### src/rtl/div_seq_param_if.sv
// Start/busy/done handshake and operand/result bus between the MultDiv control FSM and the divider.
interface div_seq_param_if #(
    parameter int WIDTH = 32
);
    logic             start;
    logic             div_signed;
    logic [WIDTH-1:0] regA_out;
    logic [WIDTH-1:0] regB_out;
    logic             busy;
    logic             done;
    logic             zeroDiv;
    logic [WIDTH-1:0] hi_entrance;
    logic [WIDTH-1:0] lo_entrance;

    modport master (
        output start, div_signed, regA_out, regB_out,
        input  busy, done, zeroDiv, hi_entrance, lo_entrance
    );

    modport slave (
        input  start, div_signed, regA_out, regB_out,
        output busy, done, zeroDiv, hi_entrance, lo_entrance
    );
endinterface

### src/rtl/div_seq_param.sv
// Restoring shift-subtract divider, one quotient bit per cycle on operand magnitudes,
// with a final cycle that restores the signs: remainder to HI, quotient to LO.
module div_seq_param #(
    parameter int               WIDTH      = 32,
    parameter logic [WIDTH-1:0] ZDIV_VALUE = WIDTH'(32'h7FFFFFFF)
) (
    input  logic            clock,
    input  logic            reset,
    div_seq_param_if.slave  bus
);
    localparam int CW = $clog2(WIDTH + 1);

    typedef enum logic [1:0] {IDLE, RUN, FIX} state_t;

    state_t           state, state_n;
    logic             sa, sb, zflag;
    logic [WIDTH-1:0] babs, quo;
    logic [WIDTH:0]   rem;
    logic [CW-1:0]    cnt;
    logic             busy_q, done_q, zdiv_q;
    logic [WIDTH-1:0] hi_q, lo_q;

    logic             sa_in, sb_in;
    logic [WIDTH-1:0] aabs_in, babs_in;
    logic [WIDTH:0]   t, rem_n;
    logic             ge;

    assign sa_in   = bus.div_signed & bus.regA_out[WIDTH-1];
    assign sb_in   = bus.div_signed & bus.regB_out[WIDTH-1];
    assign aabs_in = sa_in ? -bus.regA_out : bus.regA_out;
    assign babs_in = sb_in ? -bus.regB_out : bus.regB_out;

    // One restoring step: shift the next dividend bit into the partial remainder.
    always_comb begin
        t     = {rem[WIDTH-1:0], quo[WIDTH-1]};
        ge    = (t >= {1'b0, babs});
        rem_n = ge ? (t - {1'b0, babs}) : t;
    end

    always_comb begin
        state_n = state;
        case (state)
            IDLE: if (bus.start) state_n = (babs_in == '0) ? FIX : RUN;
            RUN:  if (cnt == CW'(1)) state_n = FIX;
            FIX:  state_n = IDLE;
            default: state_n = IDLE;
        endcase
    end

    always_ff @(posedge clock) begin
        if (reset) begin
            state  <= IDLE;
            sa     <= 1'b0;
            sb     <= 1'b0;
            zflag  <= 1'b0;
            babs   <= '0;
            quo    <= '0;
            rem    <= '0;
            cnt    <= '0;
            busy_q <= 1'b0;
            done_q <= 1'b0;
            zdiv_q <= 1'b0;
            hi_q   <= '0;
            lo_q   <= '0;
        end else begin
            state  <= state_n;
            busy_q <= (state_n == RUN);
            done_q <= 1'b0;
            case (state)
                IDLE: if (bus.start) begin
                    zdiv_q <= 1'b0;
                    hi_q   <= '0;
                    lo_q   <= '0;
                    sa     <= sa_in;
                    sb     <= sb_in;
                    babs   <= babs_in;
                    quo    <= aabs_in;
                    rem    <= '0;
                    cnt    <= CW'(WIDTH);
                    zflag  <= (babs_in == '0);
                end
                RUN: begin
                    rem <= rem_n;
                    quo <= {quo[WIDTH-2:0], ge};
                    cnt <= cnt - CW'(1);
                end
                FIX: begin
                    if (zflag) begin
                        hi_q   <= ZDIV_VALUE;
                        lo_q   <= ZDIV_VALUE;
                        zdiv_q <= 1'b1;
                    end else begin
                        // Quotient truncates toward zero; remainder takes the dividend's sign.
                        lo_q <= (sa ^ sb) ? -quo : quo;
                        hi_q <= sa ? -rem[WIDTH-1:0] : rem[WIDTH-1:0];
                    end
                    done_q <= 1'b1;
                end
                default: ;
            endcase
        end
    end

    assign bus.busy        = busy_q;
    assign bus.done        = done_q;
    assign bus.zeroDiv     = zdiv_q;
    assign bus.hi_entrance = hi_q;
    assign bus.lo_entrance = lo_q;
endmodule

### src/flat_wrapper.sv
// flat-port wrapper written by rule: the top's interface ports become plain ports
module div_seq_param_flat 
#(
    parameter int               WIDTH      = 32,
    parameter logic [WIDTH-1:0] ZDIV_VALUE = WIDTH'(32'h7FFFFFFF)
)
  (clock, reset, bus_start, bus_div_signed, bus_regA_out, bus_regB_out, bus_busy, bus_done, bus_zeroDiv, bus_hi_entrance, bus_lo_entrance);
  div_seq_param_if #(.WIDTH(WIDTH)) bus_i ();
  input  logic clock;
  input  logic reset;
  input wire logic [$bits(bus_i.start)-1:0] bus_start;
  input wire logic [$bits(bus_i.div_signed)-1:0] bus_div_signed;
  input wire logic [$bits(bus_i.regA_out)-1:0] bus_regA_out;
  input wire logic [$bits(bus_i.regB_out)-1:0] bus_regB_out;
  output wire logic [$bits(bus_i.busy)-1:0] bus_busy;
  output wire logic [$bits(bus_i.done)-1:0] bus_done;
  output wire logic [$bits(bus_i.zeroDiv)-1:0] bus_zeroDiv;
  output wire logic [$bits(bus_i.hi_entrance)-1:0] bus_hi_entrance;
  output wire logic [$bits(bus_i.lo_entrance)-1:0] bus_lo_entrance;
  assign bus_i.start = bus_start;
  assign bus_i.div_signed = bus_div_signed;
  assign bus_i.regA_out = bus_regA_out;
  assign bus_i.regB_out = bus_regB_out;
  assign bus_busy = bus_i.busy;
  assign bus_done = bus_i.done;
  assign bus_zeroDiv = bus_i.zeroDiv;
  assign bus_hi_entrance = bus_i.hi_entrance;
  assign bus_lo_entrance = bus_i.lo_entrance;
  div_seq_param #(.WIDTH(WIDTH), .ZDIV_VALUE(ZDIV_VALUE)) u_core (.clock(clock), .reset(reset), .bus(bus_i));
endmodule
### config.mk
export PLATFORM = sky130hd
export DESIGN_NAME = div_seq_param_flat
export DESIGN_NICKNAME = d
export VERILOG_FILES = /design/src/rtl/div_seq_param_if.sv /design/src/rtl/div_seq_param.sv /design/src/flat_wrapper.sv
export SDC_FILE = /design/constraint.sdc
export NUM_CORES = 1
export LEC_CHECK = 0
export ABC_AREA = 1
export CORE_MARGIN = 1
export CORE_UTILIZATION = 63
export DETAILED_ROUTE_END_ITERATION = 6
export PLACE_DENSITY = 0.88
export SKIP_CTS_REPAIR_TIMING = 1
export SLEW_MARGIN = 20
export SYNTH_ARGS = -nofsm -noshare
export SYNTH_HDL_FRONTEND = slang
export SYNTH_SLANG_ARGS = --single-unit
export TNS_END_PERCENT = 5
### constraint.sdc
create_clock -name clock -period 3.2 [get_ports clock]
set_input_delay 0.8 -clock clock [delete_from_list [all_inputs] [get_ports clock]]
set_output_delay 0.8 -clock clock [all_outputs]
set_load 0.02 [all_outputs]
# == Yosys cells after proc, flatten, opt, wreduce, memory -nomap -nowiden ==
# Index checks and enable logic that the tools add are counted.
# op_classes
n_mux,24
n_addsub,6
reduce_logical,8
eq_ne,6
n_bitwise,3
n_lt_le_gt_ge,1
# op_table
cell,count
two-way mux 32 bit,10
one-hot mux 32 bit (2 select lines),4
negator 32 bit,4
>= comparator 33 x 32 -> 1 bit,1
zero test 32 bit,1
subtractor 32 bit,1
one-hot mux 6 bit (2 select lines),1
== test 6 x 1 -> 1 bit (second input constant),1
two-way mux 2 bit,3
two-way mux 6 bit,1
AND reduction 2 bit,3
subtractor 6 x 1 -> 6 bit (second input constant),1
== test 2 x 1 -> 1 bit (second input constant),2
one-hot mux 2 bit (2 select lines),1
nonzero test 2 bit,2
two-way mux 1 bit,3
AND reduction 3 bit,1
bitwise AND 1 bit,2
== test 2 bit (second input constant),1
zero test 2 bit,1
!= test 2 x 1 -> 1 bit (second input constant),1
!= test 2 bit (second input constant),1
one-hot mux 1 bit (2 select lines),1
XOR 1 bit,1
# totals
output_inout_bits,67
input_bits,68
regBits,174
word_cells,61

# == Logic depth before layout (Yosys ltp) ==
# logic_depth
word_depth,7
depth_mapped,18
mapped_depth_nobuf,17

# == Least setup slack after synthesis ==
# OpenSTA, ideal clock, no wires.
# synth_path
path_type,in2reg
start,in bus_regB_out[0]
end,reg u_core.state[0]
setup_ns,0.132
slack_ns,0.845
stages,15
t_arrival_ns,2.223
required_time_ns,3.068
path_buffers,0
path_cell_list,inv_1 ha_1 nand2_1 nor2_4 nand2_1 nand2_2 o21ai_0 nand2_1 nand2_1 nor2_1 nand2_1 nor2_2 nand3_1 nand2_1 a21oi_1
# synth_between
elab_chain_cells,6
# synth_lines
element,line,source
"start, declared",flat_wrapper.sv:14,input wire logic [$bits(bus_i.regB_out)-1:0] bus_regB_out;
negator 32 bit,div_seq_param.sv:31,assign babs_in = sb_in ? -bus.regB_out : bus.regB_out;
two-way mux 32 bit (*),div_seq_param.sv:31,
zero test 32 bit (*),div_seq_param.sv:43,IDLE: if (bus.start) state_n = (babs_in == '0) ? FIX : RUN;
two-way mux 2 bit (*) (2 in a row),div_seq_param.sv:43,
one-hot mux 2 bit (2 select lines) (*),div_seq_param.sv:42,case (state)
"end signal, assigned",div_seq_param.sv:66,state <= state_n;
"end, declared",div_seq_param.sv:15,"state_t state, state_n;"
# Mark *: on every way between the ends. The rest lies on a longest branch, timed or not.
# A chain may end at the register's enable or synchronous reset.

# == Worst setup path after layout ==
# layout_path
start,reg u_core.rem[6]
end,reg u_core.rem[18]
# layout_between
elab_chain_cells,3
elab_cells_between_ends,4
cone_classes,add/sub: 1; order compare: 1; mux: 2
# layout_lines
element,line,source
"start, declared",div_seq_param.sv:18,logic [WIDTH:0] rem;
"start signal, assigned",div_seq_param.sv:83,rem <= rem_n;
subtractor 32 bit / >= comparator 33 x 32 -> 1 bit (equally long branches),"div_seq_param.sv:37, div_seq_param.sv:36",
two-way mux 32 bit (*),div_seq_param.sv:37,"rem_n = ge ? (t - {1'b0, babs}) : t;"
one-hot mux 32 bit (2 select lines) (*),div_seq_param.sv:69,case (state)
# Marked as above.

==> metrics.txt <==
status complete, no violations; Max clock buf depth 2; HP Class register to register; Post-Synth Simple-Gate Area between 30% and 40%; Routed wire per std cell 17.9 um; Yosys Warn Count 0; initial DRC count 1685; Power Density between 500 and 600 nW/um2; vias per cell 6.03; FFs w/ async S/R, synth 0%; Synth Area in Compound Gates roughly 18%; boundary pin count 135; Worst Setup EP u_core.rem[18]; routability congestion estimate 1.01; Adder-Cell Fraction of Synth Area 3.98%; Post-Syn Area approximately 12000 um2; CTS tree yes; hold slack around 0.46 ns; Peak VDD IR 360 uV; crit path launch type register; Reg clk slew, reported paths 0.08 ns; CP max FO 35; Max-slew headroom a little under half; CP arrival 3.42 ns; DRC 0; Finish-stage setup viols 0; H-tree levels 4; Final ANT Viol Nets 0; number of global-route vias before repair 12.6k; Inserted Clock Buffers 17; unrepaired setup endpoints after global routing false; Final Cycle Share 95.0%; Post-synth EDFFs 0; Area growth syn-to-layout 18.2%; multiplexer area fraction after synthesis 0%; clk root buf clkbuf_16; # port buffers 134; final clock skew 0.0133 ns; row cnt 51; die width 143 um; CTS sink cnt approximately 170; DIE AREA about 20000 um2; min Tclk post-route about 3.0 ns; Reg2Reg Setup Slack 0.16 ns; crit path kind register to register; Critical path origin u_core.rem[6]; Global Route Usage Sum 41.0%; Slew @ Worst Pin 0.796 ns; Seq/Total Area, Yosys 28.0%; top_reg_cell synth dfxtp_1; drt first pass iters 7; first-pass GRT wire length 64.8 mm; Syn Inst Count 1938; final hold violation count 0; max_cap viols 0; main combinational cell family by area after synthesis simple AND/OR/NAND/NOR gates; Avg Inst Size Synth 6.43 um2; layout cells sized above 1 7.44%; GRT overflow 0; worst r2r src u_core.rem[6]; reg2reg path depth 13; critical path capture point type register; die height between 100 and 150 um; LEAKAGE 6.84 nW; Initial Utilization 64.2%; most common cell after layout, fill and taps aside nand2_1; Post-Route WL 41.8 mm; Filler cells 1517; Distinct cells, synth 55; most frequent cells in the layout 476 x nand2_1, 235 x inv_1, 185 x nor2_1; Clock Latency Late Sink 0.44 ns; net count after synthesis 2045; Req. time, crit path 3.58 ns; final setup TNS 0 ns; max-slew violations 0; Crit Reg-Reg Endpoint u_core.rem[18]; DR vias 14.1k; Post-Synth XOR/XNOR Area under 10%; post-DP HPWL 30.8 mm; Fmax 0.329 GHz; Antenna diodes 0; Final #Nets approximately 2.2k; initial antenna violation count 0; register bit total from synthesis 174; Core ar. between 15000 and 20000 um2; largest net degree at the start of global routing 65
[flip-flops by register name, indices dropped and copies added (netlist names)]
register	flops
u_core.babs	32
u_core.bus.busy	1
u_core.bus.done	1
u_core.bus.hi_entrance	32
u_core.bus.lo_entrance	32
u_core.bus.zeroDiv	1
u_core.cnt	6
u_core.quo	32
u_core.rem	32
u_core.sa	1
u_core.sb	1
u_core.state	2
u_core.zflag	1
[cells in the mapped netlist, types with 3 or more instances]
cell type    n  area (um2)
o31ai_1      3        22.5
clkinv_1     3        11.3
nand2_1    476        1790
buf_1        5        18.8
ha_1        38         475
nor3_1      23         115
xor2_1      57         499
buf_6        3        33.8
inv_1      235         882
o211ai_1    26         195
dfxtp_1    174        3480
buf_4        3        22.5
a221o_1     19         190
o221ai_1     9        78.8
a21oi_1    132         661
or2_2        8        50.1
nand2_2     16         100
o21bai_1     4        30.0
nor2_2       9        56.3
xnor2_1     25         219
nand3_1    124         621
clkbuf_1    49         184
a31oi_1      3        18.8
o21a_1       4        30.0
nand3_2      7        70.1
nor3_2      14         140
o21ai_0    126         631
o21ai_2      6        52.6
a21oi_2      8        70.1
nor2_1     188         706
nand4_1     55         344
nor4_1       6        37.5
nand3b_1    20         150
inv_2        3        11.3
buf_2       15        75.1
a21o_1       3        22.5
o21ai_1     15        75.1
[worst max-delay path, cell delays in order, from the launching register on]
cell	delay [ns]
dfxtp_1	0.40
ha_1	0.44
nand2_1	0.15
nor2_1	0.26
nand3_1	0.11
nor4_1	0.23
nand3_1	0.14
nand2_1	0.20
nor2_4	0.15
nand2_8	0.30
nand2_1	0.20
nor2_1	0.22
nor2_1	0.07
nor2_1	0.08
[worst min path at each step]
stage	start	end	slack, ns	depth (start not counted)
floorplan	u_core.cnt[1]	u_core.cnt[1]	0.45	2
global placement	u_core.bus.lo_entrance[26]	u_core.bus.lo_entrance[26]	0.44	2
detailed placement	u_core.bus.lo_entrance[27]	u_core.bus.lo_entrance[27]	0.45	2
CTS	u_core.bus.lo_entrance[27]	u_core.bus.lo_entrance[27]	0.46	2
global route	u_core.bus.lo_entrance[27]	u_core.bus.lo_entrance[27]	0.48	2
finish	u_core.bus.lo_entrance[27]	u_core.bus.lo_entrance[27]	0.46	2
[cells by family (layout without fill, tap and decap cells)]
group	after synthesis	after routing
AO/OA/AOI/OAI	373	373
XOR/XNOR	83	83
adder cells (fa/ha/maj)	39	39
buffers and inverters	316	446
flip-flops	174	174
AND/OR/NAND/NOR	953	954
[stage by stage]
| step | worst slack (ns) | total power, mW | cell area [um2] | util (%) | cells |
|---|---|---|---|---|---|
| global route | 0.0150 | 8.82 | 14700 | 75.9 | 2334 |
| floorplan | 0.845 | 5.14 | 12500 | - | 1938 |
| global placement | 0.235 | 5.99 | 14100 | 72.8 | 2301 |
| finish | 0.160 | 8.39 | 14700 | 75.9 | 2334 |
| detailed placement | 0.123 | 6.07 | 14100 | 72.8 | 2301 |
| CTS | 0.233 | 8.23 | 14700 | 75.9 | 2333 |
[area by class of cell]
type	instances	area, um2	share of cell area [%]
inverters	241	905	6.14
well taps	265	332	2.25
clock inverters	14	175	1.19
flip-flops and latches	174	3480	23.7
repair buffers	173	1630	11.1
clock buffers	18	429	2.91
multi-input cells	1449	7770	52.8
[report_power, final]
group	internal (mW)	leakage (nW)	switching, mW	total, mW
clock network	1.18	0.289	0.980	2.16
logic	1.21	5.13	2.50	3.70
registers	2.32	1.42	0.206	2.53
[per-layer routing]
layer / wire length, um / GRT usage [%]
met1: 16400 / 52.9
met2: 19200 / 67.5
met5: 0 / 0
met3: 4370 / 6.39
met4: 1770 / 18.3
(Power assumes the default switching activity.)
